[config.mk]
export PLATFORM = sky130hd
export DESIGN_NAME = fix_session_manager
export DESIGN_NICKNAME = d
export VERILOG_FILES = /design/src/rtl/fix_session_manager.sv
export SDC_FILE = /design/constraint.sdc
export NUM_CORES = 1
export LEC_CHECK = 0
export CAP_MARGIN = 25
export CORE_AREA = 2 2 120 122
export CTS_CLUSTER_DIAMETER = 200
export CTS_CLUSTER_SIZE = 16
export DETAILED_ROUTE_END_ITERATION = 8
export DIE_AREA = 0 0 122 124
export HOLD_SLACK_MARGIN = 0.02
export MAX_ROUTING_LAYER = met4
export PLACE_DENSITY_LB_ADDON = 0.25
export SLEW_MARGIN = 20
export SYNTH_ARGS = -nofsm -noshare
export SYNTH_HDL_FRONTEND = slang
export SYNTH_SLANG_ARGS = --single-unit
export TNS_END_PERCENT = 1
[constraint.sdc]
create_clock -name clk -period 2.1 [get_ports clk]
set_input_delay 0.315 -clock clk [delete_from_list [all_inputs] [get_ports clk]]
set_output_delay 0.315 -clock clk [all_outputs]
set_load 0.01 [all_outputs]
[src/rtl/fix_session_manager.sv]
// FIX session-layer controller: turns parsed message type/validity into one-cycle
// action strobes for a single session, tracking logon, resend and logout phases.
//
// state       | meaning
// IDLE        | no transport connection, waiting for connected_i
// LOGON_WAIT  | Logon sent, waiting for the peer's Logon
// ACTIVE      | session up, normal message flow
// RESEND      | gap detected, waiting for the resend to finish
// LOGOUT_WAIT | Logout sent, waiting for the peer's Logout or a timeout
module fix_session_manager #(
    parameter int                  HOST_W         = 10,
    parameter int                  COMPID_W       = 256,
    parameter logic [COMPID_W-1:0] TARGET_COMP_ID = '0
) (
    input  logic                clk,
    input  logic                rst,
    input  logic                new_message_i,
    input  logic [2:0]          validity_i,
    input  logic                timeout_i,
    input  logic [HOST_W-1:0]   connected_host_i,
    input  logic [2:0]          type_i,
    input  logic                connected_i,
    input  logic                end_session_i,
    input  logic                resendDone_i,
    output logic                ignore_o,
    output logic                igonre_o,
    output logic                disconnect_o,
    output logic [2:0]          error_type_o,
    output logic                resendReq_o,
    output logic [COMPID_W-1:0] targetCompId_o,
    output logic                doResend_o,
    output logic                sendHeartbeat_o,
    output logic                sendLogout_o,
    output logic                sendLogon_o,
    output logic                messagereceived_o,
    output logic                updateSeqCounter_o,
    output logic [HOST_W-1:0]   seqCounterLoc_o,
    output logic [HOST_W-1:0]   disconnect_host_num_o,
    output logic                end_session_o
);

    typedef enum logic [2:0] {IDLE, LOGON_WAIT, ACTIVE, RESEND, LOGOUT_WAIT} state_t;

    state_t state;
    logic   msg_seen;
    logic   drop;
    logic   msg_ok;

    assign msg_ok = (validity_i == 3'd0);

    // Every path that tears the session down, gathered so the teardown is applied once.
    always_comb begin
        drop = 1'b0;
        case (state)
            LOGON_WAIT:
                drop = new_message_i ? !(msg_ok && type_i == 3'd0) : timeout_i;
            ACTIVE, RESEND:
                drop = !end_session_i && new_message_i &&
                       (validity_i == 3'd2 || (msg_ok && type_i == 3'd0));
            LOGOUT_WAIT:
                drop = new_message_i ? (msg_ok && type_i == 3'd4) : timeout_i;
            default:
                drop = 1'b0;
        endcase
    end

    always_ff @(posedge clk) begin
        if (rst) begin
            state                 <= IDLE;
            msg_seen              <= 1'b0;
            ignore_o              <= 1'b0;
            igonre_o              <= 1'b0;
            disconnect_o          <= 1'b0;
            error_type_o          <= 3'd0;
            resendReq_o           <= 1'b0;
            targetCompId_o        <= '0;
            doResend_o            <= 1'b0;
            sendHeartbeat_o       <= 1'b0;
            sendLogout_o          <= 1'b0;
            sendLogon_o           <= 1'b0;
            messagereceived_o     <= 1'b0;
            updateSeqCounter_o    <= 1'b0;
            seqCounterLoc_o       <= '0;
            disconnect_host_num_o <= '0;
            end_session_o         <= 1'b0;
        end else begin
            ignore_o           <= 1'b0;
            igonre_o           <= 1'b0;
            disconnect_o       <= 1'b0;
            resendReq_o        <= 1'b0;
            doResend_o         <= 1'b0;
            sendHeartbeat_o    <= 1'b0;
            sendLogout_o       <= 1'b0;
            sendLogon_o        <= 1'b0;
            messagereceived_o  <= 1'b0;
            updateSeqCounter_o <= 1'b0;
            end_session_o      <= 1'b0;

            case (state)
                IDLE: begin
                    if (connected_i) begin
                        seqCounterLoc_o <= connected_host_i;
                        error_type_o    <= 3'd0;
                        sendLogon_o     <= 1'b1;
                        state           <= LOGON_WAIT;
                    end
                end
                LOGON_WAIT: begin
                    if (new_message_i) begin
                        if (msg_ok && type_i == 3'd0) begin
                            messagereceived_o  <= 1'b1;
                            updateSeqCounter_o <= 1'b1;
                            targetCompId_o     <= TARGET_COMP_ID;
                            state              <= ACTIVE;
                        end else begin
                            error_type_o <= 3'd5;
                        end
                    end else if (timeout_i) begin
                        error_type_o <= 3'd3;
                    end
                end
                ACTIVE, RESEND: begin
                    if (end_session_i) begin
                        sendLogout_o <= 1'b1;
                        state        <= LOGOUT_WAIT;
                    end else begin
                        // Message handling below may override this return to ACTIVE.
                        if (state == RESEND && resendDone_i)
                            state <= ACTIVE;
                        if (new_message_i) begin
                            if (validity_i == 3'd2) begin
                                error_type_o <= 3'd1;
                            end else if (validity_i == 3'd4) begin
                                error_type_o <= 3'd2;
                                sendLogout_o <= 1'b1;
                                state        <= LOGOUT_WAIT;
                            end else if (validity_i == 3'd1) begin
                                if (state == ACTIVE) begin
                                    resendReq_o       <= 1'b1;
                                    messagereceived_o <= 1'b1;
                                    state             <= RESEND;
                                end
                            end else if (!msg_ok) begin
                                ignore_o <= 1'b1;
                                igonre_o <= 1'b1;
                            end else begin
                                messagereceived_o  <= 1'b1;
                                updateSeqCounter_o <= 1'b1;
                                msg_seen           <= 1'b1;
                                case (type_i)
                                    3'd0: error_type_o <= 3'd6;
                                    3'd2: sendHeartbeat_o <= 1'b1;
                                    3'd3: begin
                                        if (state == ACTIVE) begin
                                            doResend_o <= 1'b1;
                                            state      <= RESEND;
                                        end
                                    end
                                    3'd4: begin
                                        sendLogout_o <= 1'b1;
                                        state        <= LOGOUT_WAIT;
                                    end
                                    default: ;
                                endcase
                            end
                        end else if (state == ACTIVE && timeout_i) begin
                            if (msg_seen) begin
                                sendHeartbeat_o <= 1'b1;
                                msg_seen        <= 1'b0;
                            end else begin
                                error_type_o <= 3'd4;
                                sendLogout_o <= 1'b1;
                                state        <= LOGOUT_WAIT;
                            end
                        end
                    end
                end
                LOGOUT_WAIT: begin
                    if (new_message_i) begin
                        if (msg_ok && type_i == 3'd4) begin
                            messagereceived_o <= 1'b1;
                        end else begin
                            ignore_o <= 1'b1;
                            igonre_o <= 1'b1;
                        end
                    end
                end
                default: state <= IDLE;
            endcase

            if (drop) begin
                disconnect_o          <= 1'b1;
                end_session_o         <= 1'b1;
                disconnect_host_num_o <= seqCounterLoc_o;
                targetCompId_o        <= '0;
                state                 <= IDLE;
            end
        end
    end

endmodule

# Yosys cells after proc, flatten, opt, wreduce, memory -nomap -nowiden
# Cells that the tools add are included.
dict set report classes {
  eq_ne 25
  muxes 84
  bitwise_logic 8
  reduce_logical 25
}
# cell count
set op_table {}
lappend op_table {{$mux W3} 26}
lappend op_table {{$mux W1} 51}
lappend op_table {{$eq A3 B2 Y1 const B} 5}
lappend op_table {{$ne A5 B5 Y1 const B} 3}
lappend op_table {{$ne A2 B2 Y1 const B} 7}
lappend op_table {{$ne A3 B3 Y1 const B} 4}
lappend op_table {{$pmux W3 S4} 1}
lappend op_table {{$reduce_and A10 Y1} 1}
lappend op_table {{$eq A3 B3 Y1 const B} 3}
lappend op_table {{$logic_not A3 Y1} 3}
lappend op_table {{$pmux W3 S3} 1}
lappend op_table {{$reduce_or A9 Y1} 1}
lappend op_table {{$not A1 Y1} 8}
lappend op_table {{$reduce_or A2 Y1} 4}
lappend op_table {{$reduce_and A7 Y1} 1}
lappend op_table {{$reduce_or A7 Y1} 1}
lappend op_table {{$eq A3 B1 Y1 const B} 2}
lappend op_table {{$logic_and A1 B1 Y1} 6}
lappend op_table {{$pmux W1 S3} 2}
lappend op_table {{$pmux W3 S2} 1}
lappend op_table {{$pmux W1 S2} 2}
lappend op_table {{$reduce_and A4 Y1} 1}
lappend op_table {{$reduce_bool A3 Y1} 1}
lappend op_table {{$reduce_or A3 Y1} 1}
lappend op_table {{5 further kinds} 6}
dict set report word_totals {
  reg_bits 36
  out_inout_bits 290
  wordCells 156
}

# Depth between registers and ports, before layout
# Gate-level depths: netlist (run 1).
dict set report logic_depth {
  depth_word 12
  mapped_depth 7
  mapped_depth_nobuf 5
}

# Worst setup path after synthesis (run 1)
# Ideal clock, no wire load.
dict set report synth_path {
  path_kind {input port to flip-flop}
  start {input port validity_i[2]}
  end {register disconnect_host_num_o[1]}
  setup_time_ps 72
  arrival_ps 1612
  t_required_ps 2028
  slack_ps 416
  cell_stages 6
  path_cell_list {or4b_1 -> nor3_2 -> a21oi_1 -> o22ai_4 -> buf_6 -> mux2i_1}
}
dict set report synth_via {
  elab_chain_len 5
}
# element line_no
set synth_lines {}
lappend synth_lines {{from (decl)} 18} ;# input logic [2:0] validity_i,
lappend synth_lines {{$logic_not A3 Y1} 49} ;# assign msg_ok = (validity_i == 3'd0);
lappend synth_lines {{$logic_and A1 B1 Y1} {56, 59}}
lappend synth_lines {{$logic_not A1 Y1 / $logic_or A1 B1 Y1 (equally long branches)} {56, 59}}
lappend synth_lines {{$mux W1 / $logic_and A1 B1 Y1 (equally long branches)} {56, 58}}
lappend synth_lines {{$pmux W1 S3 (*)} 54} ;# case (state)
lappend synth_lines {{to (signal assigned)} 194} ;# disconnect_host_num_o <= seqCounterLoc_o;
lappend synth_lines {{to (decl)} 38} ;# output logic [HOST_W-1:0] disconnect_host_num_o,
# Mark *: on every way between the ends. The rest lies on a longest branch, timed or not.
# A chain may end at the register's enable or synchronous reset.

# Worst setup path after layout (run 1)
dict set report layout_path {
  start {input port validity_i[0]}
  end {register disconnect_host_num_o[1]}
}
# The elaborated chain is that of the path after synthesis.

==> metrics, run 1 <==
total power=2.11 mW; # setup viols final=0; Max Clock Skew=0.00393 ns; Final period util=93.3%; CP Launch Type=input pin; Power Dens Cells=530 nW/um^2; crit path DAT=2.17 ns; R2R setup slack=0.17 ns; Final Max Tran Viols=0; delay-heaviest family, CP=simple AND/OR/NAND/NOR gates; # hold bufs at CTS=0; initial DRC count=71; YS warnings=0; chip width=122 um; CORE AREA=13700 um^2; main flop type after synthesis=dfxtp_1; Starting Density=27.4%; Netlist cell types=50; drt pass-1 iters=4; CTS tree=yes; CTS Buf Count=5; #FFs+latches synth=36; Max Freq=0.510 GHz; filler cell count=1455; post-CTS setup buffer count=0; number of enable flip-flop cells after synthesis=0; Std-Cell Rows=43; VDD IR max=0.000282 V; commonest non-fill, non-tap cell in the layout=conb_1; Residual DRC=0; outcome=complete, no violations; first-pass GRT wire length=10.6 mm; slowest CP cell=or4b_1; LEAKAGE=1.92 nW; cells along the critical path=clkdlybuf4s50_1 -> or4b_1 -> nor3_2 -> a21oi_1 -> o22ai_4 -> buf_12 -> mux2i_1; Async SR Flop Fraction=0%; final hold vios=0; Global Route met1 Usage=10.9%; most frequent cells in the layout=256 x conb_1, 56 x clkdlybuf4s50_1, 41 x buf_4; # IOs=313; Clk Latency, worst-skew pair=0.28 ns; Slew HR=66.3%; Num Clock Sinks=36; Die ar.=15100 um^2; vias per cell=3.37; wire length per cell=10.2 um; met2 Track Usage GR=15.7%; Syn Inst Count=475; Seq/Total Area, Yosys=19.2%; CP required=2.31 ns; Buf/Inv on CP=2; Critical Path Sink Type=flip-flop; layout cells sized above 1=10.4%; largest net degree at the start of global routing=29; # diodes=0; GRT Util Overall=9.20%; root buffer cell=clkbuf_16; via count=2514; design area=3990 um^2; GRT busiest layer=met2; Final GP Congestion=0.828; dpl cell area=3820 um^2; nets=587; routing usage on met3=1.65%; initial antenna violation count=0; HPWL after DPL=6.23 mm; CP Class=in2reg; RSZ-0062 raised after global routing=false; CTS max path bufs=2; synthesized area=3750 um^2; Routed WL=7.56 mm; total gr overflow=0; post-layout min period=1.96 ns; total negative slack=0 ns; max cap viols=0; antenna-violating nets left=0; Buffers on Ports=56; Hold/Removal Path Class=reg2reg; area growth from synthesis to layout=6.30%; Mapped Avg Cell Area=7.90 um^2; Clock H-tree levels=2; Slew @ Worst Pin=0.504 ns; vias in the first global route=1990; Die Y=124 um; crit-path max FO=14; critical path's largest stage delay=0.55 ns; clk slew on worst S/H paths=0.06 ns
-- stage by stage --
stage	utilization (%)	std cells	worst slack (ns)	hold WS [ns]
after detailed placement	27.9	737	-0.162	0.462
after floorplan	-	730	0.416	0.451
after global routing	29.1	745	0.0183	0.487
final	29.1	745	0.141	0.470
after CTS	29.1	745	0.129	0.473
after global placement	27.9	737	-0.140	0.461
-- metal layers --
| metal | part of all wire, % | vias up |
|---|---|---|
| met2 | 50 | 176 |
| met1 | 39 | 1128 |
| met4 | 1.3 | 0 |
| met3 | 9.1 | 8 |
| met5 | 0 | - |
| li1 | - | 1202 |
-- repair_timing --
action	in CTS	in global routing
setup endpoints to repair	0	1
hold endpoints to repair	0	0
resized for setup	0	1
-- worst register-to-register path: cells and delay by family, from the launching register on --
kind / cells / cell delay [ns]
multiplexers: 1 / 0.20
AND/OR/NAND/NOR: 2 / 0.77
AO/OA/AOI/OAI: 2 / 0.27
buffers and inverters: 1 / 0.18
flip-flops: 1 / 0.44
-- report_power, final --
part	leakage (nW)	switching, mW	total, mW	internal [mW]
Combinational	1.55	0.364	0.540	0.177
Clock	0.0808	0.292	0.851	0.559
Sequential	0.293	0.0167	0.722	0.705
Total	1.92	0.672	2.11	1.44
-- registers in the layout, indices dropped and copies added, names as in the netlist --
register               flops
sendHeartbeat_o            1
end_session_o              1
sendLogout_o               1
igonre_o                   1
error_type_o               3
seqCounterLoc_o           10
state                      3
sendLogon_o                1
resendReq_o                1
updateSeqCounter_o         1
disconnect_host_num_o     10
msg_seen                   1
messagereceived_o          1
doResend_o                 1
-- final cells by class --
cell class,count,area (um^2),share of cell area (%)
clock buffer,6,129,3.23
clock inverter,2,35.0,0.878
inverter,6,22.5,0.564
multi-input combinational,417,1970,49.3
sequential,36,722,18.1
tap,180,225,5.64
timing repair buffer,98,888,22.3
-- final timing paths --
path,from,end,depth (start not counted)
max,validity_i[0],disconnect_host_num_o[1],7
min,seqCounterLoc_o[3],seqCounterLoc_o[3],2
max reg2reg,state[2],disconnect_host_num_o[1],6
min reg2reg,seqCounterLoc_o[3],seqCounterLoc_o[3],2
-- synthesized netlist by cell type, drive strengths merged, types with 4 or more instances --
library cell,number,area share [%]
a211oi,4,0.80
a21oi,21,2.9
buf,263,52
clkbuf,8,0.80
dfxtp,36,19
inv,6,0.60
mux2i,12,3.2
nand2,34,3.4
nand2b,15,2.5
nor2,13,1.3
nor3,13,2.1
nor3b,4,0.93
o21ai,5,0.67
-- cells by family (layout without fill, tap and decap cells) --
family | Yosys count | in the layout | synth area share [%]
flops | 36 | 36 | 19.2
xor+xnor | 1 | 1 | 0.233
mux | 12 | 12 | 3.20
simple gates | 101 | 101 | 14.9
buf+inv | 277 | 112 | 53.9
compound gates | 47 | 47 | 8.53
other cells | 1 | 256 | 0.0999
No activity file was read; power rests on OpenSTA's default activity.
==> inputs of run 2 (changes only) <==
==> constraint.sdc (replaced) <==
create_clock -name clk -period 2.1 [get_ports clk]
set_input_delay 0.315 -clock clk [delete_from_list [all_inputs] [get_ports clk]]
set_output_delay 0.315 -clock clk [all_outputs]
set_load 0.02 [all_outputs]
==> results of run 2 <==
The final DEF is identical to that of run 1. Status: complete, no violations.
Among the figures that moved: total power 2.11 mW -> 2.33 mW; worst IR drop on VDD 0.000282 V -> 0.000283 V
==> inputs of run 3 (changes only) <==
--- a/config.mk
+++ b/config.mk
@@ -14,7 +14,7 @@
 export HOLD_SLACK_MARGIN = 0.02
 export MAX_ROUTING_LAYER = met4
 export PLACE_DENSITY_LB_ADDON = 0.25
-export SLEW_MARGIN = 20
+export SLEW_MARGIN = 15
 export SYNTH_ARGS = -nofsm -noshare
 export SYNTH_HDL_FRONTEND = slang
 export SYNTH_SLANG_ARGS = --single-unit
==> constraint.sdc (replaced) <==
create_clock -name clk -period 2.2 [get_ports clk]
set_input_delay 0.33 -clock clk [delete_from_list [all_inputs] [get_ports clk]]
set_output_delay 0.33 -clock clk [all_outputs]
set_load 0.02 [all_outputs]
==> metrics, run 3 (synthesis gave the netlist of run 1 again) <==
outcome=complete, no violations (unchanged); chip width=122 um (unchanged); Max Clock Skew=0.00705 ns (was 0.00393 ns); Buffers on Ports=56 (unchanged); LEAKAGE=1.88 nW (was 1.92 nW); # setup viols final=0 (unchanged); vias per cell=3.43 (was 3.37); crit path DAT=2.17 ns (about the same); initial antenna violation count=0 (unchanged); cells along the critical path=or3b_1 -> a21oi_1 -> buf_4 -> a21boi_0 (was clkdlybuf4s50_1 -> or4b_1 -> nor3_2 -> a21oi_1 -> o22ai_4 -> buf_12 -> mux2i_1); total gr overflow=0 (unchanged); drt pass-1 iters=5 (was 4); # hold bufs at CTS=0 (unchanged); initial DRC count=86 (was 71); Max Freq=0.503 GHz; dpl cell area=3780 um^2 (was 3820 um^2); # diodes=0 (unchanged); hold slack=0.469 ns (was 0.470 ns); root buffer cell=clkbuf_16 (unchanged); # IOs=313 (unchanged); antenna-violating nets left=0 (unchanged); area growth from synthesis to layout=4.67% (was 6.30%); Residual DRC=0 (unchanged); total power=2.10 mW (was 2.33 mW); clk slew on worst S/H paths=0.06 ns (about the same); Starting Density=27.4% (unchanged); final core utilization=28.6% (was 29.1%); most frequent cells in the layout=256 x conb_1, 56 x clkdlybuf4s50_1, 36 x dfxtp_1 (was 256 x conb_1, 56 x clkdlybuf4s50_1, 41 x buf_4); CTS tree=yes (unchanged); Num Clock Sinks=36 (unchanged); post-layout min period=1.99 ns; CP required=2.38 ns (was 2.31 ns); nets=580 (was 587); slowest CP cell=dfxtp_1 (was or4b_1); Final period util=90.4%; biggest regs=disconnect_host_num_o: 10 flops, seqCounterLoc_o: 10 flops (unchanged); Clock H-tree levels=2 (unchanged); CP Launch Type=flip-flop (was input pin); CP Class=reg2reg (was in2reg); layout cells sized above 1=9.32% (was 10.4%); max cap viols=0 (unchanged); Final GP Congestion=0.863 (was 0.828); Die ar.=15100 um^2 (unchanged); vias in the first global route=1928 (was 1990); Final Max Tran Viols=0 (unchanged); dpl cells=730 (was 737); Die Y=124 um (unchanged); Clk Latency, worst-skew pair=0.28 ns (about the same); VDD IR max=0.000249 V (was 0.000283 V); critical path's largest stage delay=0.57 ns (was 0.55 ns); Power Dens Cells=535 nW/um^2 (was 583 nW/um^2); Resize count post-CTS=0 (unchanged); delay-heaviest family, CP=flip-flops (was simple AND/OR/NAND/NOR gates); RSZ-0062 raised after global routing=false (unchanged); Hold/Removal Path Class=reg2reg (unchanged); Routed WL=7.54 mm (was 7.56 mm); first-pass GRT wire length=10.1 mm (was 10.6 mm); CORE AREA=13700 um^2 (unchanged); commonest non-fill, non-tap cell in the layout=conb_1 (unchanged); Std-Cell Rows=43 (unchanged); post-CTS setup buffer count=0 (unchanged); via count=2528 (was 2514); Critical Path Sink Type=flip-flop (unchanged); CTS max path bufs=2 (unchanged); final hold vios=0 (unchanged); crit-path max FO=12 (was 14); filler cell count=1455 (unchanged); CTS Buf Count=5 (unchanged); HPWL after DPL=6.26 mm (was 6.23 mm); Buf/Inv on CP=1 (was 2); largest net degree at the start of global routing=29 (unchanged); Non-Filler Instances=738 (was 745); GRT Util Overall=8.92% (was 9.20%); wire length per cell=10.2 um (about the same); design area=3930 um^2 (was 3990 um^2)
run 3: cell types whose count changed in the layout (fill, tap and decap cells not counted):
cell,change
buf_4,-8
buf_12,+1
bufinv_16,-1
clkbuf_1,-1
clkinv_2,+1
clkinv_4,+1
dfxtp_1,+1
dfxtp_2,-1
run 3: path summary, 6_finish.rpt:
check | start | to | slack, ns | cells past startpoint
worst min-delay path | seqCounterLoc_o[1] | seqCounterLoc_o[1] | 0.47 | 2
worst max register to register | state[2] | messagereceived_o | 0.21 | 4
worst min register to register | seqCounterLoc_o[1] | seqCounterLoc_o[1] | 0.47 | 2
worst max-delay path | state[2] | messagereceived_o | 0.21 | 4
run 3: per-stage QoR:
step,worst slack [ns],setup TNS [ns]
after floorplan,0.501,0
after detailed placement,-0.0202,-0.0348
after global placement,-0.0389,-0.0389
after global routing,0.0451,0
final,0.211,0
after CTS,0.198,0
run 3: per-layer routing:
| layer | routed length, um | track usage, % | vias up |
|---|---|---|---|
| li1 | - | - | 1185 |
| met1 | 2790 | 9.95 | 1148 |
| met2 | 3870 | 15.8 | 189 |
| met3 | 804 | 1.97 | 6 |
| met4 | 78 | 2.95 | 0 |
| met5 | 0 | - | - |
run 3: final cells by class:
type / count / area [um^2] / area share, %
clock buffer: 5 / 125 / 3.18
clock inverter: 3 / 18.8 / 0.478
inverter: 6 / 22.5 / 0.573
multi-input combinational: 417 / 1970 / 50.1
sequential: 36 / 721 / 18.3
tap: 180 / 225 / 5.73
timing repair buffer: 91 / 848 / 21.6
run 3: worst min-delay path: cells and delay by family (launching register included):
kind | cells | cell delay (ns)
simple gates | 1 | 0.05
flops | 1 | 0.32
compound gates | 1 | 0.05
run 3: power by group:
part	switching [mW]	internal, mW	total (mW)
Clock	0.284	0.417	0.701
Combinational	0.545	0.165	0.709
Sequential	0.0188	0.673	0.692
Total	0.848	1.26	2.10
==> RTL change (flow settings as in run 2) <==
Change the parameter `HOST_W` from 10 to 12.
--- a/src/rtl/fix_session_manager.sv
+++ b/src/rtl/fix_session_manager.sv
@@ -10,3 +10,3 @@
 module fix_session_manager #(
-    parameter int                  HOST_W         = 10,
+    parameter int                  HOST_W         = 12,
     parameter int                  COMPID_W       = 256,
Ports: changed (resized connected_host_i, disconnect_host_num_o and seqCounterLoc_o); port bits go from 313 to 319. The function was not compared with the original's and may differ.
==> RTL change against run 2 <==
Via count decreased by 1.5%; total power increased by 6.5%; sequential share of layout area is 1.9 points higher; setup slack worse by 0.075 ns; count of clock-buffer cells in the layout is the same; wire length decreased by 2.8%; clock power rose by 7.2%; sequential cell count up 4; design area rose by 0.50%; fmax down 3.7%; area after synthesis shrank 1.0%; largest cell class unchanged.
==> RTL change: results <==
min_path:
  min-delay-start: "seqCounterLoc_o[4]$_SDFFE_PP0P_"
  worstHoldPathType: "reg2reg"
routing:
  dr_wl_met3_um: 755
  routed.top_layer: "met4"
  vias: 2477
  wl_met1_um: 2756
  first_pass_iters: 4
  drt-total-wl_um: 7354
  wl_met2_um: 3753
  drt-initial-drc-count: 53
cells_and_area:
  drive_gt1_frac: 0.1099
  nNetsFinal: 579
  nFillCells: 1464
  diodes: 0
  reg_top3: "disconnect_host_num_o (12), seqCounterLoc_o (12)"
grt:
  grt_usage: 0.08735
  grt_max_degree: 17
  grt_antenna_before_repair: 0
  grt_pass1_wl_um: 10120
  grt_pass1_vias: 1911
place:
  io_buffers: 62
  dp_hpwl_um: 6030
  placed_area_um2: 3801
  gp_congestion: 0.8649
pwr:
  power_leakage_nw: 1.931
  ir_worst_vdd_v: 0.0002599
yosys:
  ys_top_cells_by_area: "buf_4 (52%), dfxtp_1 (22%), nand2_1 (3.3%)"
  postSynth.asyncResetShare: 0
  ys_top_cells_by_count: "buf_4 (259), dfxtp_1 (40), nand2_1 (33)"
  ys_types: 43
  yosys_warnings: 0
  synth_ff_type: "dfxtp_1"
  synth_seq_area_share: 0.2156
  yosysTopAreaCell: "buf_4"
worst_setup_path:
  r2r-start: "state[1]$_SDFFE_PP0P_"
  reg2reg_slack_ns: 0.32
  crit_arrival_ns: 2.27
  cp-startpoint: "validity_i[2]"
  path_max_fanout: 8
cts:
  postCtsSetupBuffers: 0
  cts_made_buffers: 5
  clockBufferDepth: 2
  htree_num_levels: 2
  clk_latency_ns: 0.29
  cts.root.buffer_cell: "clkbuf_16"
  clkTransAtPathRegs_ns: 0.06
timing:
  clock_skew_ns: 0.007517
  setup_violations: 0
run_status:
  status: "finished, final reports clean"
==> RTL change: cell count changes in the layout (fill, tap and decap cells not counted), sizes merged, moves of 5 or more <==
cell           before  now
clkdlybuf4s50      56   61
mux2i              12    1
nor2               13    7
nand2b             15    3
a22o                0   12
==> RTL change: metrics by stage <==
stage            util  setup TNS, ns  worst slack [ns]  hold slack (ns)  instances
6_report       0.2923              0           0.06560           0.4670        735
3_5_place_dp   0.2771         -9.069           -0.5427           0.4625        726
5_1_grt        0.2923              0           0.01167           0.4969        735
4_1_cts        0.2911              0          0.003491           0.4707        735
2_1_floorplan       -              0            0.2445           0.3912        718
3_3_place_gp   0.2771         -8.475           -0.4724           0.4596        726
==> RTL change: critical path, cell delays in order <==
cell	delay (ns)
clkdlybuf4s50_1	0.44
buf_4	0.18
nor4b_1	0.39
buf_4	0.19
nand3_1	0.12
a2111oi_0	0.44
buf_4	0.18
==> RTL change: final timing paths <==
| path | endpoint | depth (start not counted) |
|---|---|---|
| worst max-delay path | updateSeqCounter_o$_SDFF_PP0_ | 7 |
| worst min-delay path | seqCounterLoc_o[4]$_SDFFE_PP0P_ | 2 |
| worst max register to register | error_type_o[1]$_SDFFE_PP0P_ | 6 |
| worst min register to register | seqCounterLoc_o[4]$_SDFFE_PP0P_ | 2 |
==> RTL change: per-layer routing <==
layer,track usage,vias to the layer above
li1,-,1181
met1,0.1033,1112
met2,0.1463,172
met3,0.01923,12
met4,0.03161,0
met5,-,-
==> RTL change: cell type report <==
type / count / share of cell area
Tap cell: 180 / 0.05616
Sequential cell: 40 / 0.1997
Multi-Input combinational cell: 400 / 0.4668
Inverter: 6 / 0.005616
Clock inverter: 2 / 0.009672
Timing Repair Buffer: 101 / 0.2275
Clock buffer: 6 / 0.03463
==> RTL change: logic make-up (layout without fill, tap and decap cells) <==
logic type	count (synthesis)	after routing	share of synthesized area
simple gates	79	80	0.1118
flops	40	40	0.2156
buf+inv	279	115	0.5487
compound gates	62	62	0.1179
xor+xnor	1	1	0.002358
other cells	1	256	0.001009
mux	1	1	0.002695
==> RTL change: what timing repair did <==
| action | 4_1_cts | 5_1_grt |
|---|---|---|
| gates resized for setup | 4 | 2 |
| gates cloned | 1 | 0 |
| pin swaps | 1 | 0 |
| setup endpoints to repair | 15 | 12 |
==> RTL change: where the power goes <==
| group | internal, mW | switching (mW) | leakage, nW |
|---|---|---|---|
| clock network | 0.595 | 0.317 | 0.0871 |
| registers | 0.787 | 0.0195 | 0.325 |
| logic | 0.175 | 0.583 | 1.52 |
